$ cat config.mk
export PLATFORM = sky130hd
export DESIGN_NAME = crossbar_output_arbiter
export DESIGN_NICKNAME = d
export VERILOG_FILES = /design/src/rtl/crossbar_output_arbiter.sv
export SDC_FILE = /design/constraint.sdc
export NUM_CORES = 1
export LEC_CHECK = 0
export BUFFER_PORTS_ARGS = -buffer_cell sky130_fd_sc_hd__buf_2
export CELL_PAD_IN_SITES_DETAIL_PLACEMENT = 1
export CELL_PAD_IN_SITES_GLOBAL_PLACEMENT = 1
export CORE_MARGIN = 5
export CORE_UTILIZATION = 29
export CTS_CLUSTER_DIAMETER = 120
export DETAILED_ROUTE_END_ITERATION = 10
export PLACE_DENSITY = 0.83
export SLEW_MARGIN = 10
export SYNTH_ARGS = -nofsm -noshare
export SYNTH_HDL_FRONTEND = slang
export SYNTH_SLANG_ARGS = --single-unit
$ cat constraint.sdc
create_clock -name clk -period 2.44 [get_ports clk]
set_input_delay 0.732 -clock clk [delete_from_list [all_inputs] [get_ports clk]]
set_output_delay 0.732 -clock clk [all_outputs]
set_load 0.1 [all_outputs]
$ cat src/rtl/crossbar_output_arbiter.sv
// Round-robin arbiter and zero-latency data mux for one crossbar output port.
// Optional burst abort on a stalled owner is enabled by defining ARB_TIMEOUT_EN.
module crossbar_output_arbiter #(
  parameter int N_PORTS   = 4,
  parameter int DW        = 8,
  parameter int BURST_LEN = 4,
  parameter int TIMEOUT   = 16
) (
  input  logic                        clk,
  input  logic                        rst_n,
  input  logic [N_PORTS-1:0]          in_req,
  input  logic [N_PORTS-1:0]          in_valid,
  input  logic [N_PORTS*DW-1:0]       in_data,
  output logic [N_PORTS-1:0]          in_ready,
  output logic [N_PORTS-1:0]          grant,
  output logic                        mem_req,
  output logic                        out_valid,
  output logic [DW-1:0]               out_data,
  input  logic                        out_ready,
  output logic                        burst_done,
  output logic                        timeout_err,
  output logic                        dbg_state,
  output logic [$clog2(BURST_LEN):0]  dbg_beat_cnt
);

  localparam int PW = (N_PORTS > 1) ? $clog2(N_PORTS) : 1;
  localparam int CW = $clog2(BURST_LEN) + 1;

  typedef enum logic {IDLE = 1'b0, BURST = 1'b1} state_t;

  state_t          state, state_next;
  logic [PW-1:0]   rr_ptr, owner, pick, owner_inc;
  logic [CW-1:0]   beat_cnt;
  logic            found, beat, last_beat, abort;

  // Handshake: a beat is in_valid[owner] & out_ready while in BURST; in_ready
  // mirrors out_ready for the owner only, so the source sees the same beat.

  // First requester at or after rr_ptr, wrapping past N_PORTS-1.
  always_comb begin
    int            sum;
    logic [PW-1:0] cand;
    found = 1'b0;
    pick  = '0;
    sum   = 0;
    cand  = '0;
    for (int i = 0; i < N_PORTS; i++) begin
      sum = int'(rr_ptr) + i;
      if (sum >= N_PORTS) sum = sum - N_PORTS;
      cand = PW'(sum);
      if (!found && in_req[cand]) begin
        found = 1'b1;
        pick  = cand;
      end
    end
  end

  assign owner_inc = (owner == PW'(N_PORTS - 1)) ? '0 : owner + PW'(1);
  assign beat      = (state == BURST) && in_valid[owner] && out_ready;
  assign last_beat = beat && (beat_cnt == CW'(BURST_LEN - 1));

  always_comb begin
    out_valid  = 1'b0;
    out_data   = '0;
    in_ready   = '0;
    burst_done = last_beat;
    if (state == BURST) begin
      out_valid       = in_valid[owner];
      out_data        = in_data[owner*DW +: DW];
      in_ready[owner] = out_ready;
    end
  end

  always_comb begin
    state_next = state;
    case (state)
      IDLE:    if (found) state_next = BURST;
      BURST:   if (last_beat || abort) state_next = IDLE;
      default: state_next = IDLE;
    endcase
  end

  always_ff @(posedge clk or negedge rst_n) begin
    if (!rst_n) state <= IDLE;
    else        state <= state_next;
  end

  always_ff @(posedge clk or negedge rst_n) begin
    if (!rst_n) begin
      grant    <= '0;
      owner    <= '0;
      rr_ptr   <= '0;
      beat_cnt <= '0;
      mem_req  <= 1'b0;
    end else begin
      mem_req <= 1'b0;
      if (state == IDLE) begin
        if (found) begin
          grant    <= {{(N_PORTS-1){1'b0}}, 1'b1} << pick;
          owner    <= pick;
          mem_req  <= 1'b1;
          beat_cnt <= '0;
        end
      end else if (last_beat || abort) begin
        grant    <= '0;
        rr_ptr   <= owner_inc;
        beat_cnt <= '0;
      end else if (beat) begin
        beat_cnt <= beat_cnt + CW'(1);
      end
    end
  end

`ifdef ARB_TIMEOUT_EN
  localparam int TW = $clog2(TIMEOUT + 1);
  logic [TW-1:0] idle_cnt;
  logic          timeout_q;

  assign abort = (state == BURST) && !beat && (idle_cnt == TW'(TIMEOUT - 1));

  always_ff @(posedge clk or negedge rst_n) begin
    if (!rst_n) begin
      idle_cnt  <= '0;
      timeout_q <= 1'b0;
    end else begin
      if (state == IDLE || beat || abort) idle_cnt <= '0;
      else                                idle_cnt <= idle_cnt + TW'(1);
      if (abort) timeout_q <= 1'b1;
    end
  end

  assign timeout_err = timeout_q;
`else
  assign abort       = 1'b0;
  assign timeout_err = 1'b0;
`endif

  assign dbg_state    = state;
  assign dbg_beat_cnt = beat_cnt;

endmodule

* Yosys cells after proc, flatten, opt, wreduce, memory -nomap -nowiden *
Cells that the tools add are included.

word-level totals
  logic and storage cells = 87
  flip-flop bits (word level) = 13
  input bits = 43

operators by class
  reduce and logical (&&, ||, !) cells = 15
  add/subtract/negate cells = 9
  shift operators = 2
  multiplexer cells = 39
  bitwise operators = 2
  equal/unequal tests = 4
  $lt $le $gt $ge = 10

operator list
  cell                                                                                 count
  32-bit by 6-bit variable part select with 8-bit output                               1
  2-bit 2-to-1 mux                                                                     9
  4-bit 2-to-1 mux                                                                     4
  2-bit by 3-bit less-than comparator with 1-bit output, second input constant         5
  1-bit 2-to-1 mux                                                                     14
  3-bit 2-to-1 mux                                                                     4
  1-bit binary-select mux with 2-bit select                                            5
  3-bit greater-or-equal comparator, second input constant                             3
  8-bit 2-to-1 mux                                                                     1
  2-bit AND reduction                                                                  4
  2-bit by 1-bit subtractor with 2-bit output, second input constant                   4
  1-bit logical AND                                                                    7
  2-bit by 2-bit adder with 3-bit output, second input constant                        2
  4-bit bitwise AND                                                                    1
  1-bit by 2-bit left shift with 4-bit output, first input constant                    1
  2-bit by 1-bit adder with 3-bit output, second input constant                        1
  3-bit by 1-bit adder with 3-bit output, second input constant                        1
  3-bit by 2-bit == test with 1-bit output, second input constant                      1
  2-bit by 3-bit greater-or-equal comparator with 1-bit output, second input constant  1
  1-bit zero test                                                                      3
  3-bit by 2-bit inequality test with 1-bit output, second input constant              1
  2-bit by 1-bit adder with 2-bit output, second input constant                        1
  1-bit demux with 2-bit select                                                        1
  2-bit == test, second input constant                                                 1
  other kinds (5)                                                                      5

* Depth between registers and ports, before layout *
Gate-level depths: netlist (run 1).

  depth in word-level cells = 17
  mapped depth = 6
  gate-level depth less buffers = 4

* Worst setup path before layout (run 1) *
No wires, ideal clock.

  path kind = register -> output
  start point = register state, in the netlist dbg_state
  end point = output port out_data[0]
  setup slack = -341 ps
  cell stages (with the launch flop) = 3
  arrival = 2,049 ps
  required time = 1,708 ps
  cells stage by stage = dfrtp_1 -> clkbuf_1 -> and2_1

between the ends
  longest elaborated chain between the ends = 1

RTL lines
  item                      RTL line  RTL
  start: declaration        31        state_t state, state_next;
  start signal: assignment  85        else state <= state_next;
  8-bit 2-to-1 mux          67        if (state == BURST) begin
  end: declaration          18        output logic [DW-1:0] out_data,

Every way passes these cells.

* Worst setup path after layout (run 1) *
  start point = input port in_valid[2]
  end point = output port burst_done

between the ends
  longest elaborated chain between the ends = 5

RTL lines
  item                                       RTL line  RTL
  start: declaration                         12        input logic [N_PORTS-1:0] in_valid,
  1-bit binary-select mux with 2-bit select  59        assign beat = (state == BURST) && in_valid[owner] && out_ready;
  1-bit 2-to-1 mux (not written as such)     59
  1-bit logical AND (2 in series)            59
  1-bit logical AND                          60        assign last_beat = beat && (beat_cnt == CW'(BURST_LEN - 1));
  end: declaration                           20        output logic burst_done,

Every way passes these cells. The select of a mux whose other input is x is not followed.

==> qor.txt, run 1 <==
Clk buf depth -> 2
CP Launch Type -> input pin
Status -> complete, but fails checks
PnR worst setup slack -> -55.3 ps
Vias in the first global route -> 1120
Die Wd -> 69.0 µm
H-tree depth -> 1
First-pass GRT wire length -> 5790 µm
Post-DP HPWL -> 2760 µm
Crit path max-delay family -> multiplexers
CP bufs+invs -> 3
# clock sinks -> 13
Initial antenna violation count -> 0
CTS tree -> yes
Port-buffer cells -> 65
Gr usage total -> 0.146
Setup Skew -> 1.50 ps
Worst setup EP type -> output port
Top post-synthesis cells by count -> dfrtp_1, and2_1, mux4_2, nand2_1, inv_1
Largest area contributor in the synthesized netlist -> dfrtp_1
CTS Hold Buffers Added -> 0
Final period util -> 1.02
Avg Cell Area, Syn -> 10.6 µm²
Top Ports -> 67
Final number of setup-violating endpoints -> 5
Failing checks -> setup timing
Initial Util -> 0.301
Final hold violations -> 0
Remaining antenna violation count -> 0
Slowest CP cell -> mux4_2
Die height -> 69.0 µm
Net Count, Synth -> 143
Layout area overhead -> 62.7%
Mapped Cells -> 95
Max Freq -> 401 MHz
RSZ-0062 raised after global routing -> yes
Maximum net fanout on the critical path -> 2
Main flop type after synthesis -> dfrtp_1
Clk slew on worst S/H paths -> 70 ps
Ratio of cells with drive above 1 in the final layout -> 0.624
Placed insts -> 206
Critical path required time -> 1710 ps
Avg WL per Cell -> 16.1 µm
Register bit count reported by yosys -> 13
DR vias/cell -> 4.86
Most frequent cell after synthesis -> dfrtp_1
Slew Limit Fails -> 0
Post-synth EDFFs -> 0
Syn. warnings -> 0
Worst hold slack -> 340 ps
Final Critical Period -> 2500 ps
Die area -> 4770 µm²
Core Area -> 3360 µm²
Post-synth top area share -> 0.322
GR Overflow Total -> 0
DR vias -> 1026
Place WS -> -93.2 ps
Max Cap Viol -> 0
Antenna diode count -> 0
CTS Buf Count -> 3
Critical path arrival -> 1760 ps
Largest net degree at the start of global routing -> 18
Maximum single-stage delay on the critical path -> 480 ps
Layout net count -> 214
Iteration-0 DRC Markers -> 15
# DRC -> 0
Detailed-route wire length -> 3410 µm
Layout Cells excl Fill -> 211
Core Rows -> 21
Async S/R FF share, synth -> 1.00
Clock Latency Late Sink -> 260 ps
Top area cells in the synthesized netlist -> dfrtp_1, mux4_2, ha_1
Root buffer cell -> clkbuf_4
Initial DRT Pass Iterations -> 4
Gpl congestion -> 0.904
Cells along the critical path -> buf_2, mux4_2, buf_6, nand3_4, nor2_8, buf_12
Unique masters post-synth -> 30
Worst Hold Class -> in -> async
Sequential share of the synthesized area -> 0.322
Crit path kind -> in -> out
Synthesized area -> 1010 µm²
==> worst paths after layout <==
path | startpoint | end | slack, ps | depth (start not counted)
setup / recovery | in_valid[2] | burst_done | -60 | 6
hold / removal | rst_n | rr_ptr[0]$_DFFE_PN0P_ | 340 | 1
setup reg to reg | owner[0]$_DFFE_PN0P_ | rr_ptr[0]$_DFFE_PN0P_ | 550 | 7
hold reg to reg | dbg_beat_cnt[2]$_DFFE_PN0P_ | dbg_beat_cnt[2]$_DFFE_PN0P_ | 530 | 2
max in group asynchronous | rst_n | dbg_beat_cnt[0]$_DFFE_PN0P_ | 1850 | 1
min in group clk | dbg_beat_cnt[2]$_DFFE_PN0P_ | dbg_beat_cnt[2]$_DFFE_PN0P_ | 530 | 2
==> metrics by stage <==
stage / util / cell area [µm²] / setup TNS (ps)
2_1_floorplan: - / 1030 / 0
3_3_place_gp: 0.445 / 1500 / -493
3_5_place_dp: 0.445 / 1500 / -598
4_1_cts: 0.474 / 1590 / -135
5_1_grt: 0.489 / 1650 / -468
6_report: 0.489 / 1650 / -78.3
==> cells by family (layout without fill, tap and decap cells) <==
kind of cell,count (synthesis),in the layout,share of synthesized area
multiplexers,12,12,0.240
adder cells (fa/ha/maj),5,5,0.0619
other,1,1,0.00371
flip-flops,13,13,0.322
buffers and inverters,12,82,0.0544
AO/OA/AOI/OAI,16,16,0.101
AND/OR/NAND/NOR,36,36,0.217
==> sequential cells by signal, summed over array words and instances, names as in the netlist <==
| name | cells |
|---|---|
| grant | 4 |
| dbg_state | 1 |
| dbg_beat_cnt | 3 |
| mem_req | 1 |
| owner | 2 |
| rr_ptr | 2 |
==> layout make-up <==
cell class / instances / area (µm²)
repair buffers: 72 / 562
well taps: 46 / 57.6
multi-input cells: 70 / 647
clock buffers: 4 / 26.3
flip-flops and latches: 13 / 330
inverters: 6 / 22.5
fillers: 388 / 1720
==> per-layer routing <==
layer,global-route usage,wire length [µm],vias to the layer above
met1,0.193,1520,480
met2,0.230,1560,61
met3,0.0567,329,0
met5,0,0,-
li1,-,-,485
met4,0.0195,0,0
==> cell usage in the layout, fill, tap and decap left out, types with 2 or more instances in the layout <==
cell	count
buf_2	50
ha_1	5
buf_12	9
o21ai_0	4
clkbuf_4	3
buf_4	5
nor2_1	3
o32ai_1	4
mux4_2	9
inv_1	6
a21oi_1	5
mux2_4	2
and2_4	4
dfrtp_1	9
nand3_1	2
nand2_1	9
buf_6	7
and2_2	5
dfrtp_2	4
and3_1	4
nand2b_1	2
==> timing repair <==
item | CTS | global route
resized for setup | 22 | 13
pin swaps | 1 | 1
setup endpoints to repair | 11 | 10
setup buffers | 0 | 1
Power of run 1 is not shown: default switching activity piles up to over one toggle a cycle in this logic, so the estimate is an artifact.
==> run 2, diff against run 1 <==
BUFFER_PORTS_ARGS = unset   (was -buffer_cell sky130_fd_sc_hd__buf_2)
CAP_MARGIN = 10   (was unset)
CORE_UTILIZATION = 43   (was 29)
DONT_BUFFER_PORTS = 1   (was unset)
PLACE_DENSITY = 0.81   (was 0.83)
==> qor.txt, run 2 (same netlist as run 1, synthesis figures left out) <==
Status -> completed
Layout net count -> 161
First-pass GRT wire length -> 4450 µm
Vias in the first global route -> 909
Critical path required time -> 1710 ps
Most frequent cells in the layout -> buf_4, mux4_2, nand2_1, dfrtp_1, and2_4
Layout area overhead -> 25.7%
CP Launch Type -> register
Iteration-0 DRC Markers -> 19
Die height -> 58.5 µm
Critical path arrival -> 1680 ps
Core Area -> 2230 µm²
Avg WL per Cell -> 20.1 µm
Die Wd -> 58.5 µm
Clock Latency Late Sink -> 280 ps
Final Critical Period -> 2420 ps
Final hold violations -> 0
CTS Buf Count -> 3
Clk slew on worst S/H paths -> 80 ps
Relative slew slack -> 0.663
Initial Util -> 0.453
GR Overflow Total -> 0
Worst setup EP type -> output port
Port-buffer cells -> 0
Gpl congestion -> 0.768
Root buffer cell -> clkbuf_4
Layout Cells excl Fill -> 140
Post-DP HPWL -> 2330 µm
Maximum net fanout on the critical path -> 8
Die area -> 3420 µm²
Worst hold slack -> 130 ps
Final number of setup-violating endpoints -> 0
Reg area -> 330 µm²
Detailed-route wire length -> 2810 µm
Gr usage total -> 0.173
Initial DRT Pass Iterations -> 4
Worst Hold Class -> in -> async
DR vias -> 832
Crit path kind -> reg -> out
Clk buf depth -> 2
CTS tree -> yes
Actual slew at the worst max-slew pin -> 507 ps
Placed insts -> 134
Final core occ -> 0.569
RSZ-0062 raised after global routing -> yes
Max reg flops -> 4
Ratio of cells with drive above 1 in the final layout -> 0.446
# clock sinks -> 13
Remaining antenna violation count -> 0
Largest Register -> grant
Initial antenna violation count -> 0
Commonest non-fill, non-tap cell in the layout -> buf_4
Fillcell total -> 239
Setup Skew -> 1.98 ps
Worst r2r path cells -> 4
H-tree depth -> 1
Core Rows -> 17
Final period util -> 0.990
Largest net degree at the start of global routing -> 17
Top Ports -> 67
CTS Hold Buffers Added -> 0
DR vias/cell -> 5.94
Antenna diode count -> 0
Max Cap Viol -> 0
# DRC -> 0
Slew Limit Fails -> 0
Footprint of the multi-input gates -> 652 µm²
Max Freq -> 414 MHz
-- run 2: worst paths after layout --
kind / start / end / slack (ps)
setup reg to reg: owner[0]$_DFFE_PN0P_ / rr_ptr[0]$_DFFE_PN0P_ / 590
min in group clk: rr_ptr[0]$_DFFE_PN0P_ / rr_ptr[0]$_DFFE_PN0P_ / 550
hold reg to reg: rr_ptr[0]$_DFFE_PN0P_ / rr_ptr[0]$_DFFE_PN0P_ / 550
hold / removal: rst_n / grant[2]$_DFFE_PN0P_ / 130
max in group asynchronous: rst_n / dbg_beat_cnt[0]$_DFFE_PN0P_ / 2230
setup / recovery: owner[0]$_DFFE_PN0P_ / burst_done / 20
-- run 2: layout make-up --
cell class | count | share of cell area
Inverter | 6 | 0.0177
Sequential cell | 13 | 0.260
Tap cell | 28 | 0.0276
Multi-Input combinational cell | 70 | 0.513
Clock buffer | 4 | 0.0207
Timing Repair Buffer | 19 | 0.161
-- run 2: routing by layer --
| metal | track usage | part of all wire |
|---|---|---|
| met1 | 0.171 | 0.34 |
| met2 | 0.332 | 0.56 |
| met3 | 0.0526 | 0.086 |
| met4 | 0.0662 | 0.011 |
| met5 | 0 | 0 |
-- run 2: worst max-delay path: stages (launching register included) --
cell and delay (ps):
dfrtp_2 440, mux4_2 400, nand3_4 130, nor2_8 420
-- run 2: through the flow --
stage,TNS [ps],area [µm²],setup WS [ps]
final,0,1270,24.2
after global routing,-78.8,1270,-55.2
after CTS,-62.1,1270,-31.4
after detailed placement,0,1220,50.3
after global placement,0,1220,81.6
after floorplan,0,1030,38.8
-- run 2: repair_timing --
| item | CTS | global route |
|---|---|---|
| pin swaps | 2 | 1 |
| gates resized for setup | 8 | 1 |
| endpoints found under the setup margin | 10 | 10 |
| gates cloned | 0 | 0 |
| setup buffers | 2 | 0 |
Power of run 2 is left out for the same reason.
